<file path="src/rtl/encrypt_input_stager.sv">
// encrypt_input_stager
// Stages plaintext words in a small FIFO ahead of an encryption core and
// pairs each issued word with a per-word key. The key register K is loaded
// only while the FIFO is empty. It rotates left by one bit on every issue,
// so each word leaves with a different key.
//
// Ports
//   clk          sole clock, rising edge
//   rst          asynchronous, active-high reset
//   key_in       new key value
//   key_load     load request for key_in
//   key_ready    high when key_load will be accepted (FIFO empty)
//   in_valid     upstream word present on in_data
//   in_data      plaintext word
//   in_ready     stager can accept in_data this cycle
//   out_valid    out_data/out_key valid toward the encryption core
//   out_data     FIFO head (plaintext word)
//   out_key      current key K, paired with out_data
//   out_ready    downstream consumes the head word this cycle
//   level        current FIFO occupancy
//   issue_count  words issued since reset, wraps at 16 bits
module encrypt_input_stager #(
   parameter int N     = 8,
   parameter int DEPTH = 4
) (
   input  logic                       clk,
   input  logic                       rst,
   input  logic [N-1:0]               key_in,
   input  logic                       key_load,
   output logic                       key_ready,
   input  logic                       in_valid,
   input  logic [N-1:0]               in_data,
   output logic                       in_ready,
   output logic                       out_valid,
   output logic [N-1:0]               out_data,
   output logic [N-1:0]               out_key,
   input  logic                       out_ready,
   output logic [$clog2(DEPTH):0]     level,
   output logic [15:0]                issue_count
);

   localparam int AW = $clog2(DEPTH);
   localparam int LW = AW + 1;

   logic [N-1:0]  r_mem [DEPTH];
   logic [AW-1:0] r_wptr;
   logic [AW-1:0] r_rptr;
   logic [LW-1:0] r_level;
   logic [N-1:0]  r_key;
   logic [15:0]   r_issue_cnt;

   logic w_accept;
   logic w_issue;
   logic w_key_accept;

   // Handshake decode: all flags derive from registered state only, so an
   // accepted word cannot bypass the FIFO to the output in the same cycle.
   assign in_ready     = (r_level < LW'(DEPTH));
   assign out_valid    = (r_level != '0);
   assign key_ready    = (r_level == '0);
   assign w_accept     = in_valid && in_ready;
   assign w_issue      = out_valid && out_ready;
   assign w_key_accept = key_load && key_ready;

   assign out_data    = r_mem[r_rptr];
   assign out_key     = r_key;
   assign level       = r_level;
   assign issue_count = r_issue_cnt;

   // Storage stage: the data array carries no reset. Stale entries are never
   // visible because out_valid is gated by the reset level.
   always_ff @(posedge clk) begin
      if (w_accept) begin
         r_mem[r_wptr] <= in_data;
      end
   end

   // Control stage: pointers and level. DEPTH is a power of two, so the
   // pointers wrap by natural overflow.
   always_ff @(posedge clk or posedge rst) begin
      if (rst) begin
         r_wptr  <= '0;
         r_rptr  <= '0;
         r_level <= '0;
      end else begin
         if (w_accept) begin
            r_wptr <= r_wptr + AW'(1);
         end
         if (w_issue) begin
            r_rptr <= r_rptr + AW'(1);
         end
         case ({w_accept, w_issue})
            2'b10:   r_level <= r_level + LW'(1);
            2'b01:   r_level <= r_level - LW'(1);
            default: r_level <= r_level;
         endcase
      end
   end

   // Key and statistics stage. A key load requires an empty FIFO and an issue
   // requires a non-empty FIFO, so the two branches never compete.
   always_ff @(posedge clk or posedge rst) begin
      if (rst) begin
         r_key       <= '0;
         r_issue_cnt <= '0;
      end else begin
         if (w_key_accept) begin
            r_key <= key_in;
         end else if (w_issue) begin
            r_key <= {r_key[N-2:0], r_key[N-1]};
         end
         if (w_issue) begin
            r_issue_cnt <= r_issue_cnt + 16'd1;
         end
      end
   end

endmodule

</file>
<file path="config.mk">
export PLATFORM = sky130hd
export DESIGN_NAME = encrypt_input_stager
export DESIGN_NICKNAME = d
export VERILOG_FILES = /design/src/rtl/encrypt_input_stager.sv
export SDC_FILE = /design/constraint.sdc
export NUM_CORES = 1
export LEC_CHECK = 0
export BUFFER_PORTS_ARGS = -buffer_cell sky130_fd_sc_hd__buf_2
export CAP_MARGIN = 30
export CELL_PAD_IN_SITES_DETAIL_PLACEMENT = 0
export CELL_PAD_IN_SITES_GLOBAL_PLACEMENT = 1
export CORE_MARGIN = 10
export CORE_UTILIZATION = 35
export DETAILED_ROUTE_END_ITERATION = 7
export PLACE_DENSITY_LB_ADDON = 0.1
export REMOVE_ABC_BUFFERS = 1
export SETUP_SLACK_MARGIN = 0.3
export SLEW_MARGIN = 20
export SYNTH_ARGS = -nofsm -noshare
export SYNTH_HDL_FRONTEND = slang
export SYNTH_SLANG_ARGS = --single-unit
</file>
<file path="constraint.sdc">
create_clock -name clk -period 2 [get_ports clk]
set_input_delay 0.2 -clock clk [delete_from_list [all_inputs] [get_ports clk]]
set_output_delay 0.2 -clock clk [all_outputs]
set_load 0.01 [all_outputs]
</file>
# Word level (Yosys, flattened, before mapping)
# Memories as Yosys holds them, arrays and structs flattened.
# Cells that the tools add are included.
[word_totals] register_bits=31 latchBits=0 ramBits=32 rom_bits=0 word_cells=26 n_memories=1
[mem_list] name="r_mem" words=4 word_bits=8 read_ports=1 rd_clocked_by_memory_dff=0 wr=1 line_no="45" rtl="logic [N-1:0] r_mem [DEPTH];"
[classes] n_addsub=5 multipliers=0 div_mod_pow=0 order_cmp=1 eq_ne=2 shifts=0 n_mux=5 bitwise=0 n_reduce_logical=7
[ops] op="adder 16 x 1 -> 16 bit (second input constant)" n=1
[ops] op="two-way mux 8 bit" n=2
[ops] op="case mux 3 bit (2 select lines)" n=1
[ops] op="adder 2 x 1 -> 2 bit (second input constant)" n=2
[ops] op="nonzero test 2 bit" n=2
[ops] op="adder 3 x 1 -> 3 bit (second input constant)" n=1
[ops] op="logical AND 1 bit" n=3
[ops] op="logical NOT 3 bit" n=1
[ops] op="< comparator 3 bit (second input constant)" n=1
[ops] op="nonzero test 3 bit" n=1
[ops] op="subtractor 3 x 1 -> 3 bit (second input constant)" n=1
[ops] op="equality test 2 x 1 -> 1 bit (second input constant)" n=1
[ops] op="equality test 2 bit (second input constant)" n=1
[ops] op="two-way mux 1 bit" n=2

# Depth between registers and ports, before layout
[logic_depth] ltp_word=4 mapped_depth=9

# Least setup slack after synthesis
# Ideal clock, no wire load.
[synth_timing] kind="register -> register" startpoint="register r_level[2], in the netlist level[2]" endpoint="register r_level[2], in the netlist level[2]" arrival_time_ns=1.808 required_time_ns=1.876 slack_ns=0.068 path_stages_with_launch=10 n_path_buf=0 period_less_slack_ns=1.932 path_cell_list="dfrtp_1 > or3_4 > nand2_4 > inv_6 > ha_1 > inv_1 > fa_1 > xor2_1 > nor2_1 > xnor2_1"
[synth_via] elab_chain_len=4 word_cells_on_any_way=10 classes_between="2 x add/sub; 1 x order compare; 2 x eq/ne; 1 x mux; 4 x reduce/logical"
[synth_rtl] element="start: declaration" line_no="48" rtl="logic [LW-1:0] r_level;"
[synth_rtl] element="start signal: assignment" line_no="93" rtl="2'b10: r_level <= r_level + LW'(1);"
[synth_rtl] element="start signal: assignment" line_no="94" rtl="2'b01: r_level <= r_level - LW'(1);"
[synth_rtl] element="start signal: assignment" line_no="95" rtl="default: r_level <= r_level;"
[synth_rtl] element="nonzero test 3 bit *" line_no="59" rtl="assign out_valid = (r_level != '0);"
[synth_rtl] element="named net out_valid" line_no="34" rtl="output logic out_valid,"
[synth_rtl] element="logical AND 1 bit *" line_no="62" rtl="assign w_issue = out_valid && out_ready;"
[synth_rtl] element="named net w_issue" line_no="53" rtl="logic w_issue;"
[synth_rtl] element="equality test 2 x 1 -> 1 bit / equality test 2 bit (equally long branches)" line_no="92" rtl="case ({w_accept, w_issue})"
[synth_rtl] element="case mux 3 bit (2 select lines) / nonzero test 2 bit (equally long branches)"
# Mark *: on every way through the listed nets, which the timed path passes. The rest lies on a longest branch.
# A chain may end at the register's enable or synchronous reset.

# Worst setup path in the final report
[layout_timing] startpoint="register r_rptr[0]" endpoint="output port out_data[0]"
[layout_via] elab_chain_len=1
[layout_rtl] element="start: declaration" line_no="47" rtl="logic [AW-1:0] r_rptr;"
[layout_rtl] element="start signal: assignment" line_no="90" rtl="r_rptr <= r_rptr + AW'(1);"
[layout_rtl] element="memory read (4 x 8 bit)"
[layout_rtl] element="end: declaration" line_no="35" rtl="output logic [N-1:0] out_data,"
# Every way passes these cells.

==> summary.txt <==
layout cells sized above 1 = 41.67%
maximum fanout along the worst path = 4
final period utilization = 86.46%
DRC = 0
Pwr per Cell Area = 1409 mW/mm^2
Synth area leaders = edfxtp_1 36%, dfrtp_1 29%, mux4_2 6.8%
cell taking the most area after synthesis = edfxtp_1
Clk Tree Root Cell = clkbuf_8
Top Family by Delay on Critical Path = multiplexers
leading cell type in the layout, fill and taps excluded = buf_2
Vias/cell = 4.548
RSZ-0062 raised after global routing = yes
final worst path period need = 1729 ps
number of cells on the critical path = 3
Max Slew Vio Count = 0
Hold/Removal Path Class = primary input to flop
post-synth cell types = 34
post-synthesis area per instance = 14.81 sq um
Initial DRC Count = 33
total power draw = 4.897 mW
CP bufs+invs = 2
Chip Width = 107.3 um
Worst Setup Path Type = flop to output port
starting density of the core = 36.37%
global-route wire length before repair = 9356 um
placed cells = 337
Lkg Pwr = 1.540 nW
VDD IR max = 601.7 uV
Yosys top cell area share = 36.04%
final net count = 287
critical path's slowest cell = mux4_2
Die Y = 107.3 um
total grt overflow = 0
GRT Total Usage = 10.31%
CP Launch Type = flop
share of power burned in registers = 39.5%
Setup crit end kind = output port
sequential area share after synthesis = 65.13%
Post-DP HPWL = 3841 um
Util after Layout = 47.40%
Comb power frac = 36.0%
arrival time worst endpoint = 1530 ps
switching part of the total = 32.42%
compound-gate portion of the synthesized area = 4.693%
Clock Latency Late Sink = 330 ps
setup violators final = 0
status = complete, no violations
# rows = 31
YS warnings = 0
flops & latches, synth = 63
CP Data Required Time = 1800 ps
adder-cell share of the synthesized area = 3.566%
fin cells = 363
XOR/XNOR share of the synthesized area = 6.898%
IO Count = 59
Hold Path Cell Cnt = 1
Syn Inst Count = 180
DRT Wirelength = 5508 um
Fin Clk Skew = 8.460 ps
CTS Sinks = 63
Cell Int Power = 3.309 mW
critical-path cell list = clkbuf_16 > mux4_2 > buf_6
NetSw = 1.588 mW
Clock Power Share = 24.5%
r2r setup slk = 280 ps
Slew @ Worst Pin = 487.4 ps
maximum clock path buffer count = 2
Post-Syn Area = 0.002666 sq mm
Port Buffer Count = 58
H-tree depth = 3
die area = 0.01151 sq mm
Avg WL per Cell = 15.17 um
mux contribution to synthesized area = 7.133%
Antenna Cells = 0
post-detailed-route count of antenna-violating nets = 0
DR pass1 iterations = 4
core area = 0.007331 sq mm
CTS tree = built
Max Clock Freq = 578.3 MHz
CTS Buf Count = 9
P&R area growth vs syn = 30.31%
Final Hold Vio Count = 0
clk slew on worst S/H paths = 70 ps
vias in the first global route = 1806
largest net degree at the start of global routing = 32
CP peak stage delay = 500 ps
Routability Congestion = 0.7112
Register-to-Register Path Depth = 7
routed via count = 1651
initial antenna violation count = 0
Setup TNS Final = 0 ps
simple-gate area share of the yosys netlist = 8.963%
main combinational cell family by area after synthesis = simple AND/OR/NAND/NOR gates
Worst slew margin = 67.50%
maxcap violations = 0
commonest non-fill, non-tap cells in the layout = 51 x buf_2, 32 x edfxtp_1, 29 x dfrtp_1
-- layer usage --
metal  vias to the layer above  global-route usage [%]  routed length [um]
met5                         -                       0                   0
li1                        793                       -                   -
met4                         0                   5.222                  96
met2                        43                   15.23                2482
met1                       806                   12.97                2602
met3                         9                   3.772                 326
-- Yosys cell counts --
master    number
a21oi_1        7
a21oi_4        1
a32oi_1        1
and2_1         4
and2b_2        1
and3_1         2
buf_1          1
buf_2          1
buf_6          1
clkbuf_1       1
dfrtp_1       31
edfxtp_1      32
fa_1           1
ha_1           6
inv_1         16
inv_2          1
inv_6          1
mux2i_1        1
mux4_2         8
nand2_1       13
nand2_4        1
nand2b_1       1
nand3_1        5
nand4_1        2
nor2_1         5
nor3_2         2
nor3_4         2
o21ai_0        1
o22ai_1        7
o311ai_2       1
or2_1          1
or3_4          1
xnor2_1       12
xor2_1         9
-- registers in the layout, indices dropped and copies added, names as in the netlist --
signal	count
issue_count	16
level	3
out_key	8
r_mem	32
r_rptr	2
r_wptr	2
-- final timing paths --
path | from | end
worst max-delay path | r_rptr[0]$_DFFE_PP0P_ | out_data[0]
worst min-delay path | in_data[7] | r_mem[0][7]$_DFFE_PP_
worst max register to register | level[0]$_DFFE_PP0P_ | level[1]$_DFFE_PP0P_
worst min register to register | issue_count[15]$_DFFE_PP0P_ | issue_count[15]$_DFFE_PP0P_
max in group asynchronous | rst | r_rptr[0]$_DFFE_PP0P_
min in group asynchronous | rst | issue_count[10]$_DFFE_PP0P_
-- cells by family after synthesis --
logic type	after synthesis
xor+xnor	21
mux	9
compound gates	18
buf+inv	22
fa+ha+maj	7
flops	63
simple gates	40
-- power groups by stage --
stage,Combinational [mW],Clock [mW],Sequential (mW)
after global routing,1.95,1.30,1.98
after detailed placement,1.49,0,1.96
after CTS,1.64,1.23,1.93
after floorplan,0.817,0,2.02
after global placement,1.48,0,1.96
final,1.76,1.20,1.93
-- stage by stage --
| stage | area (sq um) | worst slack (ps) | hold WS [ps] |
|---|---|---|---|
| 6_report | 3475 | 270.8 | 83.16 |
| 5_1_grt | 3475 | 200.4 | 72.31 |
| 4_1_cts | 3392 | 255.0 | 69.55 |
| 3_5_place_dp | 3087 | 99.86 | 311.3 |
| 3_3_place_gp | 3087 | 131.8 | 311.8 |
| 2_1_floorplan | 2643 | 68.32 | 298.9 |
-- what timing repair did --
| action | in CTS | in global routing |
|---|---|---|
| endpoints found under the setup margin | 10 | 16 |
| hold buffers | 1 | 0 |
| pin swaps | 4 | 0 |
| setup buffers | 7 | 1 |
| gates cloned | 0 | 1 |
| resized for setup | 8 | 12 |
| endpoints found under the hold margin | 31 | 0 |
-- area by class of cell --
| cell class | count | area (sq um) |
|---|---|---|
| Fill cell | 666 | 3856 |
| Sequential cell | 63 | 1739 |
| Multi-Input combinational cell | 95 | 850.8 |
| Timing Repair Buffer | 72 | 467.9 |
| Clock buffer | 10 | 127.6 |
| Tap cell | 99 | 123.9 |
| Clock inverter | 6 | 85.08 |
| Inverter | 18 | 80.08 |
Power figures use the tool's default switching activity.
